<file path="config.mk">
export PLATFORM = sky130hd
export DESIGN_NAME = eth_pkt_buffer
export DESIGN_NICKNAME = d
export VERILOG_FILES = /design/src/rtl/eth_pkt_pkg.sv /design/src/rtl/eth_pkt_mem.sv /design/src/rtl/eth_pkt_buffer.sv
export SDC_FILE = /design/constraint.sdc
export NUM_CORES = 1
export LEC_CHECK = 0
export ABC_CLOCK_PERIOD_IN_PS = 7600
export BUFFER_PORTS_ARGS = -buffer_cell sky130_fd_sc_hd__buf_2
export CAP_MARGIN = 20
export CORE_ASPECT_RATIO = 0.9
export CORE_MARGIN = 2
export CORE_UTILIZATION = 45
export DETAILED_ROUTE_END_ITERATION = 10
export MAX_ROUTING_LAYER = met4
export PLACE_DENSITY = 0.6
export RECOVER_POWER = 25
export SLEW_MARGIN = 15
export SYNTH_ARGS = -nofsm -noshare
export SYNTH_HDL_FRONTEND = slang
export SYNTH_SLANG_ARGS = --single-unit
</file>
<file path="constraint.sdc">
create_clock -name clk -period 7.6 [get_ports clk]
set_input_delay 1.52 -clock clk [delete_from_list [all_inputs] [get_ports clk]]
set_output_delay 1.52 -clock clk [all_outputs]
set_load 0.05 [all_outputs]
</file>
<file path="src/rtl/eth_pkt_pkg.sv">
// Shared types for the Ethernet store-and-forward packet buffer:
// stored beat layout, input FSM states and a saturating counter helper.
package eth_pkt_pkg;

    typedef struct packed {
        logic       sop;
        logic       eop;
        logic [7:0] data;
    } beat_t;

    typedef enum logic [1:0] {
        S_IDLE    = 2'd0,
        S_RECV    = 2'd1,
        S_DISCARD = 2'd2
    } state_t;

    localparam logic [15:0] CNT_MAX = 16'hFFFF;

    function automatic logic [15:0] sat_inc16(input logic [15:0] v);
        return (v == CNT_MAX) ? v : v + 16'd1;
    endfunction

endpackage

</file>
<file path="src/rtl/eth_pkt_mem.sv">
// Beat storage: register array with one synchronous write port and one
// asynchronous read port; contents are not reset.
module eth_pkt_mem
    import eth_pkt_pkg::*;
#(
    parameter int DEPTH = 64,
    parameter int AW    = $clog2(DEPTH)
) (
    input  logic          clk,
    input  logic          we,
    input  logic [AW-1:0] waddr,
    input  beat_t         wbeat,
    input  logic [AW-1:0] raddr,
    output beat_t         rbeat
);

    beat_t mem [DEPTH];

    always_ff @(posedge clk) begin
        if (we) begin
            mem[waddr] <= wbeat;
        end
    end

    assign rbeat = mem[raddr];

endmodule

</file>
<file path="src/rtl/eth_pkt_buffer.sv">
// Store-and-forward byte packet buffer: packets become visible downstream only
// once their eop byte is written; truncated or oversized packets are dropped.
module eth_pkt_buffer
    import eth_pkt_pkg::*;
#(
    parameter int DEPTH = 64,
    parameter int AW    = $clog2(DEPTH)
) (
    input  logic        clk,
    input  logic        rst,
    input  logic [7:0]  in_data,
    input  logic        in_sop,
    input  logic        in_eop,
    input  logic        in_srdy,
    output logic        in_drdy,
    output logic [7:0]  out_data,
    output logic        out_sop,
    output logic        out_eop,
    output logic        out_srdy,
    input  logic        out_drdy,
    output logic [15:0] drop_cnt,
    output logic [15:0] pkt_cnt
);

    typedef logic [AW:0] ptr_t;

    localparam ptr_t PTR_ONE   = ptr_t'(1);
    localparam ptr_t PTR_DEPTH = ptr_t'(DEPTH);

    state_t        state;
    ptr_t          wr_ptr;
    ptr_t          wr_commit;
    ptr_t          rd_ptr;
    ptr_t          fill;
    logic          full;
    logic          in_xfer;
    logic          out_xfer;
    logic          mem_we;
    logic [AW-1:0] mem_waddr;
    beat_t         mem_wbeat;
    beat_t         mem_rbeat;

    assign fill     = wr_ptr - rd_ptr;
    assign full     = (fill == PTR_DEPTH);
    assign out_srdy = (rd_ptr != wr_commit);
    assign in_drdy  = (state != S_RECV) || !full;
    assign in_xfer  = in_srdy && in_drdy;
    assign out_xfer = out_srdy && out_drdy;

    assign out_data = mem_rbeat.data;
    assign out_sop  = mem_rbeat.sop;
    assign out_eop  = mem_rbeat.eop;

    // A sop arriving in RECV restarts the packet at wr_commit, so the write
    // lands there rather than at the (about to be rewound) wr_ptr.
    always_comb begin
        mem_we    = 1'b0;
        mem_waddr = wr_ptr[AW-1:0];
        mem_wbeat = '{sop: in_sop, eop: in_eop, data: in_data};
        case (state)
            S_IDLE, S_DISCARD: begin
                if (in_xfer && in_sop && !full) begin
                    mem_we = 1'b1;
                end
            end
            S_RECV: begin
                if (in_xfer) begin
                    mem_we = 1'b1;
                    if (in_sop) begin
                        mem_waddr = wr_commit[AW-1:0];
                    end
                end
            end
            default: begin
                mem_we = 1'b0;
            end
        endcase
    end

    always_ff @(posedge clk or posedge rst) begin
        if (rst) begin
            state     <= S_IDLE;
            wr_ptr    <= '0;
            wr_commit <= '0;
            rd_ptr    <= '0;
            drop_cnt  <= '0;
            pkt_cnt   <= '0;
        end else begin
            if (out_xfer) begin
                rd_ptr <= rd_ptr + PTR_ONE;
            end
            case (state)
                S_IDLE, S_DISCARD: begin
                    if (in_xfer) begin
                        if (in_sop) begin
                            if (full) begin
                                // No room for even the first byte; committed data is kept.
                                drop_cnt <= sat_inc16(drop_cnt);
                                state    <= in_eop ? S_IDLE : S_DISCARD;
                            end else if (in_eop) begin
                                wr_ptr    <= wr_ptr + PTR_ONE;
                                wr_commit <= wr_ptr + PTR_ONE;
                                pkt_cnt   <= pkt_cnt + 16'd1;
                                state     <= S_IDLE;
                            end else begin
                                wr_ptr <= wr_ptr + PTR_ONE;
                                state  <= S_RECV;
                            end
                        end else if (in_eop && state == S_DISCARD) begin
                            state <= S_IDLE;
                        end
                    end
                end
                S_RECV: begin
                    if (full && wr_commit == rd_ptr) begin
                        wr_ptr   <= wr_commit;
                        drop_cnt <= sat_inc16(drop_cnt);
                        state    <= S_DISCARD;
                    end else if (in_xfer) begin
                        if (in_sop) begin
                            drop_cnt <= sat_inc16(drop_cnt);
                            wr_ptr   <= wr_commit + PTR_ONE;
                            if (in_eop) begin
                                wr_commit <= wr_commit + PTR_ONE;
                                pkt_cnt   <= pkt_cnt + 16'd1;
                                state     <= S_IDLE;
                            end
                        end else if (in_eop) begin
                            wr_ptr    <= wr_ptr + PTR_ONE;
                            wr_commit <= wr_ptr + PTR_ONE;
                            pkt_cnt   <= pkt_cnt + 16'd1;
                            state     <= S_IDLE;
                        end else begin
                            wr_ptr <= wr_ptr + PTR_ONE;
                        end
                    end
                end
                default: begin
                    state <= S_IDLE;
                end
            endcase
        end
    end

    eth_pkt_mem #(
        .DEPTH (DEPTH),
        .AW    (AW)
    ) u_mem (
        .clk   (clk),
        .we    (mem_we),
        .waddr (mem_waddr),
        .wbeat (mem_wbeat),
        .raddr (rd_ptr[AW-1:0]),
        .rbeat (mem_rbeat)
    );

endmodule
</file>
Yosys cells after proc, flatten, opt, wreduce, memory -nomap -nowiden
Memories as Yosys holds them, arrays and structs flattened.
Cells that the tools add are included.
{"block": "totals", "register_bits": 55, "ramBits": 640, "elab_cells": 96, "n_memories": 1}
{"name": "u_mem.mem", "words": 64, "word_bits": 10, "rd": 1, "rd_clocked_by_memory_dff": 0, "write_ports": 1, "line_no": "eth_pkt_mem.sv:17", "text": "beat_t mem [DEPTH];"}
{"block": "op_classes", "addsub": 6, "n_eq_ne": 18, "mux": 49, "n_reduce_logical": 16}
{"cell": "2-to-1 mux 16 bit", "n": 13}
{"cell": "2-to-1 mux 7 bit", "n": 14}
{"cell": "one-hot mux 16 bit (2 select lines)", "n": 2}
{"cell": "adder 16 x 1 -> 16 bit, second input constant", "n": 2}
{"cell": "one-hot mux 7 bit (2 select lines)", "n": 2}
{"cell": "adder 7 x 1 -> 7 bit, second input constant", "n": 3}
{"cell": "2-to-1 mux 6 bit", "n": 3}
{"cell": "equality test 16 bit, second input constant", "n": 1}
{"cell": "2-to-1 mux 2 bit", "n": 8}
{"cell": "!= test 3 bit, second input constant", "n": 5}
{"cell": "!= test 2 bit, second input constant", "n": 6}
{"cell": "AND reduction 6 bit", "n": 2}
{"cell": "equality test 7 bit", "n": 1}
{"cell": "equality test 7 bit, second input constant", "n": 1}
{"cell": "!= test 7 bit", "n": 1}
{"cell": "AND reduction 7 bit", "n": 1}
{"cell": "subtractor 7 bit", "n": 1}
{"cell": "logical AND 1 bit", "n": 6}
{"cell": "2-to-1 mux 1 bit", "n": 5}
{"cell": "AND reduction 5 bit", "n": 1}
{"cell": "one-hot mux 2 bit (2 select lines)", "n": 1}
{"cell": "AND reduction 4 bit", "n": 1}
{"cell": "equality test 2 x 1 -> 1 bit, second input constant", "n": 1}
{"cell": "equality test 2 bit, second input constant", "n": 1}
{"cell": "other kinds (7)", "n": 7}

Logic depth before layout (Yosys ltp)
{"block": "depth", "word_depth": 11, "depth_mapped": 14, "mapped_depth_nobuf": 9}

Hierarchy
A second synthesis with hierarchy kept.
{"block": "hier_totals", "hier_cells": 1474, "area_unflattened_um2": 28258.4}
{"mod": "eth_pkt_mem", "n_inst": 1, "cells_each": 1108, "area_each_um2": 24775.0}
{"mod": "eth_pkt_buffer", "n_inst": 1, "cells_each": 366, "area_each_um2": 3483.3}

Least setup slack after synthesis
No wires, ideal clock.
{"block": "synth_timing", "path_kind": "register to output", "startpoint": "reg rd_ptr[3]", "endpoint": "out in_drdy", "arrival_ns": 2.801, "required_time_ns": 6.080, "slack_ns": 3.279, "path_stages_with_launch": 8, "path_cell_list": "dfrtp_1 -> clkinv_1 -> buf_1 -> ha_1 -> or4_4 -> nand3_2 -> o2111a_1 -> nand4_1"}
{"block": "synth_between", "elab_chain_len": 4}
{"element": "start: declaration", "line_no": "eth_pkt_buffer.sv:33", "text": "ptr_t rd_ptr;"}
{"element": "start signal: assignment", "line_no": "eth_pkt_buffer.sv:90", "text": "rd_ptr <= rd_ptr + PTR_ONE;"}
{"element": "subtractor 7 bit", "line_no": "eth_pkt_buffer.sv:43", "text": "assign fill = wr_ptr - rd_ptr;"}
{"element": "equality test 7 bit", "line_no": "eth_pkt_buffer.sv:44", "text": "assign full = (fill == PTR_DEPTH);"}
{"element": "logical NOT 1 bit", "line_no": "eth_pkt_buffer.sv:46", "text": "assign in_drdy = (state != S_RECV) || !full;"}
{"element": "logical OR 1 bit", "line_no": "eth_pkt_buffer.sv:46"}
{"element": "end: declaration", "line_no": "eth_pkt_buffer.sv:15", "text": "output logic in_drdy,"}
No other way between the ends.

Worst setup path in the final report
{"block": "layout_timing", "startpoint": "reg rd_ptr[0]", "endpoint": "out out_data[4]"}
{"block": "layout_between", "elab_chain_len": 1}
{"element": "memory read (64 x 10 bit)"}
{"element": "end: declaration", "line_no": "eth_pkt_buffer.sv:16", "text": "output logic [7:0] out_data,"}
No other way between the ends.

==> impl_metrics.ini <==
[power]
p_switching_w = 0.00390
peakVddDrop_mv = 0.310
pwr-share-seq_pct = 40.3
switching_share_pct = 33.1
combPwrFrac_pct = 30.9
p_int_w = 0.00788
p_leak_nw = 10.3
finalPower_w = 0.0118
clockPowerShare_pct = 28.8
power_density_nw_per_um2 = 370

[timing]
hold_violations = 0
tns_ns = 0
rsz0062_at_grt = false
fin_crit_ns = 5.72
maxSlewHeadroom_pct = -108
slew_viol_final = 525
tightest_slew_ns = 3.12
timing.fmax_mhz = 175
setup_viol = 0
hold_ws_ns = 0.473
fin_crit_sh_pct = 75.3
fin_skew_ns = 0.0232

[run_status]
failed_checks = max-capacitance violations, max-slew violations
outcome = finished, violations left

[cts]
post_cts_buffers = 0
numClockSinks = 695
htree_levels = 3
insertion_delay_ns = 0.61
cts_buffers = 71
cts_resized = 0
ctsRootBufferMaster = clkbuf_16
cts_tree = yes
clk_pin_slew_worst_paths_ns = 0.06
ctsHoldBuffers = 0
clockBufferDepth = 3

[global_route]
first_global_vias = 14000
grt_use_total_pct = 21.4
grt_pass1_wl_um = 95800
antenna_found_initial = 0
grt-ovfl-total = 0
grt_max_degree = 109

[die]
core_um2 = 61500
dieArea_um2 = 64500
rows = 86
die_w_um = 268
die_h_um = 241
io_pins = 58
initial_core_util_pct = 45.7

[logic_synthesis]
avgSynthCellArea_um2 = 20.3
synth_top_cells_by_count = 640 x edfxtp_1, 210 x mux4_2, 88 x nor2_1
syn_inst = 1384
synth-seq-area-share_pct = 73.2
ys_top_cells_by_area = edfxtp_1 68%, mux4_2 17%, dfrtp_1 4.9%, nor2_1 1.2%, xor2_1 0.84%
synth_top_cell_area_share_pct = 68.3
synthArstFlopShare_pct = 7.91
synth_seq_cells = 695
synthesis.area_um2 = 28100
synth-main-ff-cell = edfxtp_1
syn-num-nets = 1409
synth_most_common_cell = edfxtp_1
yosysTopAreaCell = edfxtp_1
synth_cell_types = 61
synth_edf_count = 640
yosysWarningCount = 0

[worst_setup_path]
cp_max_fo = 37
path_class = register to output pin
cp.arrival_ns = 4.20
worstSetupEndpointType = output pin
cp-start-kind = register
required_ns = 6.08

[route]
num_vias = 13900
firstDrtPassIters = 5
drtIter0Drc = 1408
ant_nets = 0
wl_per_cell_um = 27.3
totalWireLength_um = 65100
drt-vias-per-instance = 5.83
drcViolationCount = 0

[final_layout]
drive_gt1_share_pct = 27.8
nets = 1515
design_area_um2 = 31800
fin_util_pct = 51.7
syn_to_final_growth_pct = 13.1
antenna_cells = 0

[run]
cap_violations = 9

[placement]
dp_hpwl_um = 39000
io_buffers = 57
place_area_um2 = 29600
gp_congestion = 0.852

[worst_hold_path]
hp-class = register to register
power groups by stage:
stage,clock network [W],registers [W],logic [W]
after floorplan,0,0.00457,0.00270
after global placement,0,0.00481,0.00363
after detailed placement,0,0.00482,0.00365
after CTS,0.00346,0.00474,0.00366
after global routing,0.00361,0.00478,0.00385
final,0.00340,0.00475,0.00364
through the flow:
step / setup WS (ns) / instances
floorplan: 3.28 / 1384
global placement: 2.39 / 2246
detailed placement: 2.27 / 2249
CTS: 1.79 / 2378
global route: 1.67 / 2382
finish: 1.88 / 2382
path summary, 6_finish.rpt:
check / cells past startpoint / to / start / slack [ns]
worst max-delay path: 5 / out_data[4] / rd_ptr[0] / 1.88
worst min-delay path: 1 / pkt_cnt[15] / pkt_cnt[15] / 0.47
worst max register to register: 9 / u_mem.mem[12][3] / rd_ptr[2] / 2.30
worst min register to register: 1 / pkt_cnt[15] / pkt_cnt[15] / 0.47
max in group asynchronous: 3 / rd_ptr[0] / rst / 3.35
min in group asynchronous: 3 / wr_ptr[4] / rst / 2.09
placed cells by master (no fill, tap or decap), types with 9 or more instances in the layout:
cell type	count
mux4_2	210
and3_1	10
nand2b_1	16
xor2_1	27
buf_4	35
nand4_1	11
a21oi_1	19
clkbuf_1	30
xnor2_1	23
buf_2	55
o21ai_0	20
clkinv_1	11
nor3_1	11
clkbuf_16	71
edfxtp_1	640
dfrtp_1	52
nand2_1	33
ha_1	11
nor2_1	83
clkinv_2	9
inv_1	21
nand3_1	28
critical path, cell delays in order, from the launching register on:
cell and delay, ns:
dfrtp_4 0.95, buf_4 0.56, mux4_2 0.64, mux4_2 0.55, mux4_2 0.57, buf_2 0.26
kinds of logic (layout without fill, tap and decap cells):
kind of cell	Yosys count	in the layout	share of synthesized area (%)
AO/OA/AOI/OAI	82	82	2.14
XOR/XNOR	50	50	1.56
adder cells (fa/ha/maj)	11	11	0.489
buffers and inverters	94	256	1.38
flip-flops	695	695	73.2
multiplexers	221	221	17.2
AND/OR/NAND/NOR	231	231	3.99
layout make-up:
type | instances | area (um^2)
clock buffer | 91 | 1850
clock inverter | 38 | 395
fill | 4923 | 29700
inverter | 22 | 82.6
multi-input combinational | 595 | 7170
sequential | 695 | 20600
tap | 836 | 1050
timing repair buffer | 105 | 667
registers in the layout (all words and copies together), names as in the netlist:
name,cells
drop_cnt,16
rd_ptr,7
wr_commit,7
wr_ptr,7
u_mem.mem,640
pkt_cnt,16
state,2
layer usage:
layer,share of wire (%),track usage (%),up-vias
met5,0,-,-
met3,7.4,5.09,89
met2,48,31.9,493
met1,43,30.0,7398
li1,-,-,5905
met4,2.0,5.25,0
(Power assumes the default switching activity.)
